--- config.mk ---
export PLATFORM = sky130hd
export DESIGN_NAME = hub75_scan_flat
export DESIGN_NICKNAME = d
export VERILOG_FILES = /design/src/rtl/hub75_scan_if.sv /design/src/rtl/hub75_scan.sv /design/src/flat_wrapper.sv
export SDC_FILE = /design/constraint.sdc
export NUM_CORES = 1
export LEC_CHECK = 0
export CAP_MARGIN = 40
export CELL_PAD_IN_SITES_DETAIL_PLACEMENT = 2
export CELL_PAD_IN_SITES_GLOBAL_PLACEMENT = 2
export CORE_MARGIN = 2
export CORE_UTILIZATION = 33
export CTS_CLUSTER_DIAMETER = 30
export DETAILED_ROUTE_END_ITERATION = 10
export GPL_TIMING_DRIVEN = 1
export PLACE_DENSITY_LB_ADDON = 0.1
export SLEW_MARGIN = 10
export SYNTH_ARGS = -nofsm -noshare
export SYNTH_HDL_FRONTEND = slang
export SYNTH_SLANG_ARGS = --single-unit
--- constraint.sdc ---
create_clock -name clk -period 4 [get_ports clk]
set_clock_uncertainty 0.05 [all_clocks]
set_input_delay 0.4 -clock clk [delete_from_list [all_inputs] [get_ports clk]]
set_output_delay 0.4 -clock clk [all_outputs]
set_load 0.05 [all_outputs]
--- src/rtl/hub75_scan_if.sv ---
// Framebuffer read port of the HUB75 scanner.
// rd_data answers a read exactly one cycle after rd_en.
interface hub75_scan_if #(
    parameter int COLS   = 64,
    parameter int ADDR_W = 5,
    parameter int BITS   = 4
);
    localparam int CW = $clog2(COLS);

    logic              rd_en;
    logic [ADDR_W-1:0] rd_row;
    logic [CW-1:0]     rd_col;
    logic [6*BITS-1:0] rd_data;

    modport master (
        output rd_en,
        output rd_row,
        output rd_col,
        input  rd_data
    );

    modport slave (
        input  rd_en,
        input  rd_row,
        input  rd_col,
        output rd_data
    );
endinterface

--- src/rtl/hub75_scan.sv ---
// HUB75 LED panel scanner: BCM bit-plane shift, latch and display timing
// with one framebuffer read per column slot.
module hub75_scan #(
    parameter int COLS     = 64,
    parameter int ADDR_W   = 5,
    parameter int BITS     = 4,
    parameter int BASE_T   = 8,
    parameter int CLK_HIGH = 1
) (
    input  logic              clk,
    input  logic              rst_n,
    input  logic              enable,
    hub75_scan_if.master      fb,
    output logic              r0,
    output logic              g0,
    output logic              b0,
    output logic              r1,
    output logic              g1,
    output logic              b1,
    output logic [ADDR_W-1:0] addr,
    output logic              clk_out,
    output logic              latch,
    output logic              oe,
    output logic              frame_done
);
    localparam int CW   = $clog2(COLS);
    localparam int PW   = (BITS > 1) ? $clog2(BITS) : 1;
    localparam int SLOT = 3 + CLK_HIGH;
    localparam int SW   = $clog2(SLOT);
    localparam int DMAX = BASE_T << (BITS - 1);
    localparam int DW   = $clog2(DMAX + 1);

    localparam logic [CW-1:0]     COL_LAST = CW'(COLS - 1);
    localparam logic [PW-1:0]     PL_LAST  = PW'(BITS - 1);
    localparam logic [SW-1:0]     PH_LAST  = SW'(SLOT - 1);
    localparam logic [ADDR_W-1:0] ROW_LAST = '1;

    typedef enum logic [1:0] {
        IDLE,
        SHIFT,
        LATCH,
        DISPLAY
    } state_e;

    state_e            state_q, state_d;
    logic [ADDR_W-1:0] row_q, row_d;
    logic [PW-1:0]     plane_q, plane_d;
    logic [CW-1:0]     col_q, col_d;
    logic [SW-1:0]     ph_q, ph_d;
    logic [DW-1:0]     dcnt_q, dcnt_d;
    logic [5:0]        pix_q, pix_d;
    logic [ADDR_W-1:0] addr_q, addr_d;
    logic              fd_q, fd_d;
    logic [BITS-1:0]   fld [6];

    wire slot_end = (ph_q == PH_LAST);
    wire col_end  = (col_q == COL_LAST);
    wire disp_end = (dcnt_q == '0);

    always_comb begin
        for (int k = 0; k < 6; k++) begin
            fld[k] = fb.rd_data[k*BITS +: BITS];
        end
    end

    always_ff @(posedge clk or negedge rst_n) begin
        if (!rst_n) begin
            state_q <= IDLE;
            row_q   <= '0;
            plane_q <= '0;
            col_q   <= '0;
            ph_q    <= '0;
            dcnt_q  <= '0;
            pix_q   <= '0;
            addr_q  <= '0;
            fd_q    <= 1'b0;
        end else begin
            state_q <= state_d;
            row_q   <= row_d;
            plane_q <= plane_d;
            col_q   <= col_d;
            ph_q    <= ph_d;
            dcnt_q  <= dcnt_d;
            pix_q   <= pix_d;
            addr_q  <= addr_d;
            fd_q    <= fd_d;
        end
    end

    // enable only matters once the last plane of a row has been shown
    always_comb begin
        state_d = state_q;
        unique case (state_q)
            IDLE: begin
                if (enable) state_d = SHIFT;
            end
            SHIFT: begin
                if (slot_end && col_end) state_d = LATCH;
            end
            LATCH: begin
                state_d = DISPLAY;
            end
            DISPLAY: begin
                if (disp_end) begin
                    if (plane_q != PL_LAST || enable) state_d = SHIFT;
                    else                              state_d = IDLE;
                end
            end
            default: state_d = IDLE;
        endcase
    end

    always_comb begin
        row_d   = row_q;
        plane_d = plane_q;
        col_d   = col_q;
        ph_d    = ph_q;
        dcnt_d  = dcnt_q;
        pix_d   = pix_q;
        addr_d  = addr_q;
        fd_d    = 1'b0;
        unique case (state_q)
            IDLE: begin
                row_d   = '0;
                plane_d = '0;
                col_d   = '0;
                ph_d    = '0;
            end
            SHIFT: begin
                if (ph_q == SW'(1)) begin
                    for (int k = 0; k < 6; k++) begin
                        pix_d[k] = fld[k][plane_q];
                    end
                end
                if (slot_end) begin
                    ph_d  = '0;
                    col_d = col_end ? '0 : col_q + CW'(1);
                    if (col_end) addr_d = row_q;
                end else begin
                    ph_d = ph_q + SW'(1);
                end
            end
            LATCH: begin
                dcnt_d = (DW'(BASE_T) << plane_q) - DW'(1);
            end
            DISPLAY: begin
                if (!disp_end) begin
                    dcnt_d = dcnt_q - DW'(1);
                end else if (plane_q != PL_LAST) begin
                    plane_d = plane_q + PW'(1);
                end else begin
                    plane_d = '0;
                    row_d   = row_q + ADDR_W'(1);
                    fd_d    = (row_q == ROW_LAST);
                end
            end
            default: ;
        endcase
    end

    always_comb begin
        fb.rd_en   = (state_q == SHIFT) && (ph_q == '0);
        fb.rd_row  = row_q;
        fb.rd_col  = col_q;
        clk_out    = (state_q == SHIFT) && (ph_q >= SW'(3));
        latch      = (state_q == LATCH);
        oe         = (state_q != DISPLAY);
        addr       = addr_q;
        frame_done = fd_q;
        {b1, g1, r1, b0, g0, r0} = pix_q;
    end
endmodule

--- src/flat_wrapper.sv ---
// flat-port wrapper written by rule: the top's interface ports become plain ports
module hub75_scan_flat 
#(
    parameter int COLS     = 64,
    parameter int ADDR_W   = 5,
    parameter int BITS     = 4,
    parameter int BASE_T   = 8,
    parameter int CLK_HIGH = 1
)
  (clk, rst_n, enable, r0, g0, b0, r1, g1, b1, addr, clk_out, latch, oe, frame_done, fb_rd_en, fb_rd_row, fb_rd_col, fb_rd_data);
  hub75_scan_if #(.COLS(COLS), .ADDR_W(ADDR_W), .BITS(BITS)) fb_i ();
  input  logic clk;
  input  logic rst_n;
  input  logic enable;
  output logic r0;
  output logic g0;
  output logic b0;
  output logic r1;
  output logic g1;
  output logic b1;
  output logic [ADDR_W-1:0] addr;
  output logic clk_out;
  output logic latch;
  output logic oe;
  output logic frame_done;
  output wire logic [$bits(fb_i.rd_en)-1:0] fb_rd_en;
  output wire logic [$bits(fb_i.rd_row)-1:0] fb_rd_row;
  output wire logic [$bits(fb_i.rd_col)-1:0] fb_rd_col;
  input wire logic [$bits(fb_i.rd_data)-1:0] fb_rd_data;
  assign fb_rd_en = fb_i.rd_en;
  assign fb_rd_row = fb_i.rd_row;
  assign fb_rd_col = fb_i.rd_col;
  assign fb_i.rd_data = fb_rd_data;
  hub75_scan #(.COLS(COLS), .ADDR_W(ADDR_W), .BITS(BITS), .BASE_T(BASE_T), .CLK_HIGH(CLK_HIGH)) u_core (.clk(clk), .rst_n(rst_n), .enable(enable), .fb(fb_i), .r0(r0), .g0(g0), .b0(b0), .r1(r1), .g1(g1), .b1(b1), .addr(addr), .clk_out(clk_out), .latch(latch), .oe(oe), .frame_done(frame_done));
endmodule
==> flow_metrics.py, run 1 <==
metrics = {
    "status": {
        "outcome": "finished, violations left",
        "violations": "hold timing",
    },
    "timing": {
        "relSlewSlack_pct": 62.9,
        "layout_setup_ws_ps": 989,
        "fin_crit_sh_pct": 75.3,
        "max_slew.worst_pin.slew_ps": 556,
        "setup_viol_count_final": 0,
        "fin_crit_ps": 3010,
        "holdWs_ps": -8.92,
        "setup_tns_ps": 0,
        "hold_viol": 16,
        "fmax_ghz": 0.332,
        "rsz0062_at_grt": "false",
        "maxSlewViolCount": 0,
    },
    "final_layout": {
        "antennaDiodeCount": 0,
        "final_util_pct": 45.2,
        "final_cells": 335,
        "syn_to_final_growth_pct": 32.8,
        "drive_gt1_share_pct": 13.6,
        "final_nets": 300,
        "n_fill_cell": 663,
    },
    "detailed_routing": {
        "drt-total-wl_mm": 5.59,
        "ant_nets": 0,
        "firstDrtPassIters": 3,
        "via_per_inst": 5.33,
        "route.detailed.wl_per_inst_um": 16.7,
        "drc_errors": 0,
        "dr.first_iter.drc_count": 16,
        "vias": 1786,
    },
    "power_and_ir_drop": {
        "pwr-share-comb_pct": 8.9,
        "power_switching_uw": 168,
        "p_int_uw": 524,
        "swShare_pct": 24.2,
        "power_density_mw_per_mm2": 241,
        "peakVddDrop_uv": 133,
        "seqPwrFrac_pct": 53.2,
        "leakage_nw": 1.25,
        "power_frac_clock_pct": 37.9,
    },
    "clock_tree": {
        "root_buffer": "clkbuf_8",
        "htree_levels": 2,
        "clk_latency_ps": 290,
        "holdBufCountCts": 0,
        "cts_post_setup_buffers_inserted": 0,
        "clk_pin_slew_ps": 80,
        "cts_buffer_depth": 2,
        "cts.sinks": 36,
        "cts_tree": "yes",
        "cts-buffers-inserted": 5,
        "ctsResizeCount": 0,
    },
    "worst_setup_path": {
        "crit_path_start_kind": "flip-flop",
        "arrival_ps": 2560,
        "r2r_start": "u_core.state_q[1]",
        "end_kind": "output port",
        "cp-startpoint": "u_core.state_q[1]",
        "worstRegToRegCells": 6,
        "crit_type": "reg -> out",
        "path_max_fanout": 13,
        "cp.required_ps": 3550,
    },
    "floorplan": {
        "core_area_mm2": 0.00635,
        "num_io_pins": 54,
        "fp.dieArea_mm2": 0.00721,
        "die_w_um": 84.9,
        "start_util_pct": 34.0,
        "rows": 29,
        "die_h_um": 84.9,
    },
    "grt": {
        "grt_max_degree": 21,
        "overflow": 0,
        "antenna_found_initial": 0,
        "grt_pass1_wl_mm": 9.54,
        "grt_usage_pct": 16.8,
        "grt_pass1_vias": 1874,
    },
    "yosys": {
        "yosysMostFrequentCell": "dfrtp_1",
        "synthCells": 203,
        "netlist_area_mm2": 0.00216,
        "yosysSeqAreaShare_pct": 41.7,
        "synth_top_area_share_pct": 41.7,
        "yosys-top-cells-count": "dfrtp_1, nand2_1, ha_1",
        "synth_edf_count": 0,
        "syn_area_per_cell_um2": 10.6,
        "yosysTopAreaCell": "dfrtp_1",
        "ys_ff_latch": 36,
        "synth_flop_cell": "dfrtp_1",
        "syn_nets": 246,
        "synth_cell_type_count": 43,
        "synthArstFlopShare_pct": 100,
        "synth_warnings": 0,
        "synth.area.top_cells": "dfrtp_1, ha_1, mux2_2, mux4_2, mux2i_1",
    },
    "place": {
        "numPortBuffers": 53,
        "dpl_worst_slack_ps": 1290,
        "dp_hpwl_mm": 4.39,
        "finalWeightedCongestion": 0.752,
        "place_inst": 327,
    },
    "flow_run": {
        "drv_cap": 0,
    },
    "hold_path": {
        "worst_hold_path_type": "in -> async",
    },
}
-- state kept, by name, indices dropped and copies added, names as in the netlist --
register / cells
u_core.dcnt_q: 7
u_core.addr: 5
u_core.pix_q: 6
u_core.ph_q: 2
u_core.fb.rd_row: 5
u_core.state_q: 2
u_core.plane_q: 2
u_core.frame_done: 1
u_core.fb.rd_col: 6
-- critical path: stages, from the launching register on --
cell             delay [ps]
dfrtp_1                 420
inv_1                   140
ha_1                    440
nand2_1                 240
inv_1                   190
clkdlybuf4s50_1         820
-- worst paths after layout --
path                                       endpoint  slack (ps)
worst max-delay path                        clk_out         990
worst min-delay path              u_core.frame_done          -9
min in group clk                u_core.fb.rd_col[4]         460
worst min register to register  u_core.fb.rd_col[4]         460
max in group asynchronous           u_core.pix_q[5]        3440
worst max register to register       u_core.addr[4]        1860
-- layout make-up --
cell class	instances	area, um2	share of cell area (%)
Timing Repair Buffer	54	553	19.3
Clock inverter	3	18.8	0.654
Sequential cell	36	901	31.4
Multi-Input combinational cell	145	1170	41.0
Clock buffer	5	68.8	2.40
Inverter	15	56.3	1.96
Tap cell	77	96.3	3.36
-- power groups by stage --
stage               sequential [mW]  clock (mW)  combinational, mW
finish                        0.368       0.262             0.0617
global route                  0.368       0.297             0.0662
CTS                           0.368       0.277             0.0633
detailed placement            0.375           0             0.0632
global placement              0.375           0             0.0586
floorplan                     0.386           0            0.00829
-- metal layers --
| metal | global-route usage (%) | routed length, um |
|---|---|---|
| met2 | 28.9 | 2810 |
| met3 | 3.31 | 143 |
| met1 | 21.3 | 2540 |
| met5 | 0 | 0 |
| met4 | 5.34 | 106 |
-- placed cells by master, fill, tap and decap left out, drive strengths merged, types with 3 or more instances in the layout --
| cell | instances |
|---|---|
| mux4 | 6 |
| clkinv | 4 |
| ha | 16 |
| nor3 | 7 |
| o31ai | 5 |
| and3 | 4 |
| clkdlybuf4s50 | 52 |
| nor2 | 8 |
| a22oi | 3 |
| nand2 | 18 |
| o22ai | 3 |
| inv | 14 |
| nor2b | 3 |
| clkbuf | 5 |
| mux2 | 12 |
| nand3 | 11 |
| xnor2 | 3 |
| dfrtp | 36 |
| a31oi | 3 |
| a21oi | 8 |
| o21ai | 6 |
| mux2i | 7 |
| nor3b | 3 |
-- logic make-up after synthesis --
family / after synthesis / share of synthesized area, %
buffers and inverters: 22 / 3.94
AND/OR/NAND/NOR: 62 / 16.0
XOR/XNOR: 3 / 1.22
adder cells (fa/ha/maj): 16 / 9.26
AO/OA/AOI/OAI: 39 / 12.1
multiplexers: 25 / 15.8
flip-flops: 36 / 41.7
-- per-stage QoR --
step / power, mW / hold WS, ps / area, um2
2_1_floorplan: 0.395 / 54.4 / 2160
3_3_place_gp: 0.434 / 438 / 2750
3_5_place_dp: 0.439 / 329 / 2780
4_1_cts: 0.709 / 1.32 / 2870
5_1_grt: 0.731 / 11.5 / 2870
6_report: 0.692 / -8.92 / 2870
No activity file was read; power rests on OpenSTA's default activity.
==> inputs of run 2 (changes only) <==
--- a/config.mk
+++ b/config.mk
@@ -9,7 +9,7 @@
 export CELL_PAD_IN_SITES_DETAIL_PLACEMENT = 2
 export CELL_PAD_IN_SITES_GLOBAL_PLACEMENT = 2
 export CORE_MARGIN = 2
-export CORE_UTILIZATION = 33
+export CORE_UTILIZATION = 28
 export CTS_CLUSTER_DIAMETER = 30
 export DETAILED_ROUTE_END_ITERATION = 10
 export GPL_TIMING_DRIVEN = 1
==> constraint.sdc (replaced) <==
create_clock -name clk -period 2.73 [get_ports clk]
set_clock_uncertainty 0.05 [all_clocks]
set_input_delay 0.273 -clock clk [delete_from_list [all_inputs] [get_ports clk]]
set_output_delay 0.273 -clock clk [all_outputs]
set_load 0.05 [all_outputs]
==> flow_metrics.py, run 2 (synthesis results as in run 1) <==
metrics = {
    "clock_tree": {
        "root_buffer": "clkbuf_8",
        "cts_buffer_depth": 2,
        "cts_post_setup_buffers_inserted": 0,
        "cts.sinks": 36,
        "htree_levels": 2,
        "cts_tree": "yes",
        "clk_latency_ps": 290,
        "clk_pin_slew_ps": 80,
        "cts-buffers-inserted": 5,
    },
    "timing": {
        "setup_viol_count_final": 0,
        "relSlewSlack_pct": 64.6,
        "maxSlewViolCount": 0,
        "fmax_ghz": 0.444,
        "fin_crit_ps": 2250,
        "fin_crit_sh_pct": 82.6,
        "max_slew.worst_pin.slew_ps": 531,
        "layout_setup_ws_ps": 476,
        "rsz0062_at_grt": "false",
        "holdWs_ps": 327,
        "hold_viol": 0,
        "setup_tns_ps": 0,
    },
    "status": {
        "outcome": "completed",
    },
    "power_and_ir_drop": {
        "power_density_mw_per_mm2": 352,
        "leakage_nw": 1.27,
        "peakVddDrop_uv": 142,
    },
    "final_layout": {
        "syn_to_final_growth_pct": 36.1,
        "drive_gt1_share_pct": 14.8,
        "largest_reg_flops": 7,
        "antennaDiodeCount": 0,
        "final_cell_mix": "clkdlybuf4s50_1, dfrtp_1, nand2_1",
        "final_cells": 366,
        "multi_input_area_mm2": 0.00117,
        "regMostFlops": "u_core.dcnt_q",
        "mostFrequentLayoutCell": "clkdlybuf4s50_1",
        "register_area_um2": 901,
        "n_fill_cell": 847,
        "final_nets": 306,
    },
    "floorplan": {
        "die_h_um": 91.8,
        "core_area_mm2": 0.00761,
        "die_w_um": 91.8,
        "num_io_pins": 54,
        "start_util_pct": 28.4,
        "fp.dieArea_mm2": 0.00844,
        "rows": 32,
    },
    "place": {
        "numPortBuffers": 53,
        "dp_hpwl_mm": 4.72,
        "place_inst": 357,
        "finalWeightedCongestion": 0.726,
        "dpl_worst_slack_ps": 746,
    },
    "grt": {
        "overflow": 0,
        "antenna_found_initial": 0,
        "grt_usage_pct": 15.6,
        "grt_max_degree": 30,
        "grt_pass1_wl_mm": 10.3,
        "grt_pass1_vias": 2006,
    },
    "worst_setup_path": {
        "path_buf_inv": 2,
        "crit_path_start_kind": "flip-flop",
        "arrival_ps": 1930,
        "crit_type": "reg -> out",
        "end_kind": "output port",
        "cp.required_ps": 2410,
        "r2r_start": "u_core.state_q[1]",
        "cp_slowest_cell": "clkdlybuf4s50_1",
        "path_cells": "inv_1 -> ha_1 -> and2_1 -> clkdlybuf4s50_1",
        "max_stage_delay_ps": 790,
        "path_max_fanout": 4,
        "worstRegToRegCells": 7,
        "path_delay_family": "buffers and inverters",
        "r2r_end": "u_core.addr[0]",
        "reg2reg_slack_ps": 730,
    },
    "detailed_routing": {
        "via_per_inst": 5.03,
        "firstDrtPassIters": 4,
        "ant_nets": 0,
        "vias": 1842,
        "dr.first_iter.drc_count": 42,
        "drc_errors": 0,
        "drt-total-wl_mm": 6.11,
        "route.detailed.wl_per_inst_um": 16.7,
    },
    "flow_run": {
        "drv_cap": 0,
    },
    "hold_path": {
        "worst_hold_path_type": "in -> async",
    },
}
[run 2: cell types whose count changed in the layout (fill, tap and decap cells not counted), sizes merged]
cell           before  now
clkinv              4    1
clkbuf              5    8
clkdlybuf4s50      52   51
buf                 2    8
dlygate4sd3         0    1
[run 2: where the power goes]
part	switching, mW	internal [mW]	total [mW]
combinational	0.0376	0.0528	0.0904
sequential	0.00217	0.537	0.539
clock	0.199	0.206	0.405
total	0.239	0.796	1.04
[run 2: what timing repair did]
item                      CTS  global route
hold buffers                1             0
hold endpoints to repair    7             0
gates resized for setup     0             0
[run 2: cell type report]
| class | instances | area share, % |
|---|---|---|
| Timing Repair Buffer | 60 | 20.1 |
| Sequential cell | 36 | 30.6 |
| Tap cell | 102 | 4.34 |
| Inverter | 15 | 1.91 |
| Multi-Input combinational cell | 145 | 40.0 |
| Clock buffer | 8 | 3.06 |
[run 2: worst max path at each step]
stage,slack [ps],endpoint,cells after the start,startpoint
after floorplan,800,u_core.addr[0],6,u_core.state_q[1]
after global placement,750,u_core.state_q[0],6,u_core.dcnt_q[0]
after detailed placement,750,u_core.fb.rd_row[3],6,u_core.state_q[0]
after CTS,440,fb_rd_en,4,u_core.state_q[1]
after global routing,350,fb_rd_en,4,u_core.state_q[1]
final,480,fb_rd_en,4,u_core.state_q[1]
[run 2: through the flow]
step                power (mW)  instance area [um2]  utilization, %
finish                    1.04                 2940            38.7
global placement         0.636                 2820            37.1
global route              1.08                 2940            38.7
floorplan                0.578                 2160               -
detailed placement       0.641                 2840            37.3
CTS                       1.05                 2940            38.7
[run 2: routing by layer]
metal / up-vias / global-route usage (%) / routed length (um)
met2: 52 / 26.2 / 2930
met1: 929 / 19.6 / 2750
met3: 5 / 4.68 / 367
li1: 856 / - / -
met5: - / 0 / 0
met4: 0 / 3.73 / 59
[run 2: worst reg2reg max path, cell delays in order (launching register included)]
cell	delay, ps
dfrtp_1	400
inv_1	100
ha_1	210
buf_4	180
nand2_1	220
inv_1	170
nand2_1	210
mux2_2	360
==> inputs of run 3 (changes only) <==
--- a/config.mk
+++ b/config.mk
@@ -9,7 +9,7 @@
 export CELL_PAD_IN_SITES_DETAIL_PLACEMENT = 2
 export CELL_PAD_IN_SITES_GLOBAL_PLACEMENT = 2
 export CORE_MARGIN = 2
-export CORE_UTILIZATION = 28
+export CORE_UTILIZATION = 31
 export CTS_CLUSTER_DIAMETER = 30
 export DETAILED_ROUTE_END_ITERATION = 10
 export GPL_TIMING_DRIVEN = 1
==> constraint.sdc (replaced) <==
create_clock -name clk -period 2.23 [get_ports clk]
set_clock_uncertainty 0.05 [all_clocks]
set_input_delay 0.223 -clock clk [delete_from_list [all_inputs] [get_ports clk]]
set_output_delay 0.223 -clock clk [all_outputs]
set_load 0.05 [all_outputs]
==> flow_metrics.py, run 3 (synthesis results as in run 1) <==
metrics = {
    "detailed_routing": {
        "ant_nets": 0,
        "wl_met3_um": 217,
        "wl_met1_mm": 2.57,
        "drc_errors": 0,
        "route.detailed.wl_per_inst_um": 16.9,
        "drt-total-wl_mm": 5.85,
        "firstDrtPassIters": 4,
        "dr_wl_met2_mm": 3.00,
        "top_layer": "met4",
        "vias": 1798,
        "dr.first_iter.drc_count": 18,
        "via_per_inst": 5.21,
    },
    "floorplan": {
        "fp.dieArea_mm2": 0.00765,
        "num_io_pins": 54,
        "core_area_mm2": 0.00676,
        "start_util_pct": 32.0,
        "rows": 30,
        "die_h_um": 87.5,
        "die_w_um": 87.5,
    },
    "grt": {
        "overflow": 0,
        "grt_usage_pct": 17.2,
        "grt_pass1_wl_mm": 10.2,
        "grt_pass1_vias": 2038,
        "grt_max_degree": 33,
        "antenna_found_initial": 0,
    },
    "clock_tree": {
        "cts-buffers-inserted": 5,
        "root_buffer": "clkbuf_8",
        "cts.sinks": 36,
        "clk_pin_slew_ps": 70,
        "cts_tree": "yes",
        "htree_levels": 2,
        "clk_latency_ps": 280,
        "cts_buffer_depth": 2,
        "ctsResizeCount": 0,
    },
    "worst_setup_path": {
        "path_max_fanout": 7,
        "arrival_ps": 2190,
        "worstRegToRegCells": 6,
        "path_delay_family": "simple AND/OR/NAND/NOR gates",
        "crit_path_start_kind": "flip-flop",
        "max_stage_delay_ps": 520,
        "path_buf_inv": 1,
        "end_kind": "flip-flop",
        "cp.required_ps": 2400,
        "path_cells": "inv_1 -> ha_1 -> nor3b_4 -> nand3_2 -> or4_1 -> nand3_1",
        "path_depth": 6,
        "cp_slowest_cell": "or4_1",
        "crit_type": "reg -> reg",
    },
    "power_and_ir_drop": {
        "power_switching_uw": 282,
        "leakage_nw": 1.30,
        "p_total_mw": 1.28,
        "peakVddDrop_uv": 223,
        "power_density_mw_per_mm2": 434,
        "p_int_uw": 998,
        "swShare_pct": 22.0,
        "pwr-share-comb_pct": 8.6,
        "power_frac_clock_pct": 39.8,
        "seqPwrFrac_pct": 51.6,
    },
    "status": {
        "outcome": "completed",
    },
    "final_layout": {
        "syn_to_final_growth_pct": 36.6,
        "final_cell_mix": "clkdlybuf4s50_1, dfrtp_1, nand2_1",
        "largest_reg_flops": 7,
        "mostFrequentLayoutCell": "clkdlybuf4s50_1",
        "drive_gt1_share_pct": 17.0,
        "antennaDiodeCount": 0,
        "regMostFlops": "u_core.dcnt_q",
        "n_fill_cell": 729,
        "final_nets": 308,
    },
    "place": {
        "finalWeightedCongestion": 0.776,
        "dp_hpwl_mm": 4.36,
        "numPortBuffers": 53,
        "dpl_worst_slack_ps": 219,
    },
    "flow_run": {
        "drv_cap": 0,
    },
    "timing": {
        "hold_viol": 0,
        "layout_setup_ws_ps": 214,
        "setup_viol_count_final": 0,
        "fmax_ghz": 0.496,
        "relSlewSlack_pct": 65.5,
        "rsz0062_at_grt": "false",
        "max_slew.worst_pin.slew_ps": 516,
        "maxSlewViolCount": 0,
        "setup_tns_ps": 0,
        "fin_crit_sh_pct": 90.4,
        "fin_crit_ps": 2020,
    },
    "hold_path": {
        "worst_hold_path_type": "in -> async",
    },
}
run 3: what timing repair did:
action | 4_1_cts | 5_1_grt
buffers inserted | 0 | 0
endpoints found under the hold margin | 36 | 0
hold buffers | 1 | 0
run 3: area by class of cell:
| type | count | area, um2 | area share (%) |
|---|---|---|---|
| repair buffers | 62 | 623 | 21.1 |
| multi-input cells | 145 | 1170 | 39.8 |
| flip-flops and latches | 36 | 901 | 30.5 |
| clock buffers | 7 | 96.3 | 3.26 |
| well taps | 80 | 100 | 3.39 |
| inverters | 15 | 56.3 | 1.91 |
run 3: path summary, 6_finish.rpt:
check | startpoint | end | slack, ps
max | u_core.dcnt_q[0] | u_core.fb.rd_row[3] | 210
min | rst_n | u_core.fb.rd_col[2] | 260
max reg2reg | u_core.dcnt_q[0] | u_core.fb.rd_row[3] | 210
min reg2reg | u_core.fb.rd_col[4] | u_core.fb.rd_col[4] | 450
max in group asynchronous | rst_n | u_core.dcnt_q[6] | 1470
min in group clk | u_core.fb.rd_col[4] | u_core.fb.rd_col[4] | 450
run 3: power by group through the flow:
stage | combinational [mW] | sequential (mW) | clock (mW)
6_report | 0.110 | 0.660 | 0.510
5_1_grt | 0.119 | 0.661 | 0.560
4_1_cts | 0.113 | 0.660 | 0.539
3_3_place_gp | 0.106 | 0.673 | 0
2_1_floorplan | 0.0149 | 0.693 | 0
3_5_place_dp | 0.111 | 0.673 | 0
run 3: worst register-to-register path, stage by stage (launching register included):
cell	delay, ps
dfrtp_1	410
inv_1	120
ha_1	210
nor3b_4	380
nand3_2	180
or4_1	520
nand3_1	90
run 3: per-stage QoR:
stage               std cells  instance area, um2  util, %  hold slack (ps)
floorplan                 203                2160        -             -123
global placement          336                2830     41.8              346
detailed placement        337                2850     42.1             15.6
CTS                       345                2950     43.7              239
global route              345                2950     43.7              256
finish                    345                2950     43.7              257
run 3: per-layer routing:
| metal | GRT usage [%] | vias to the layer above |
|---|---|---|
| met3 | 3.41 | 7 |
| met2 | 30.2 | 30 |
| met4 | 4.06 | 0 |
| met1 | 21.7 | 900 |
| met5 | 0 | - |
| li1 | - | 861 |
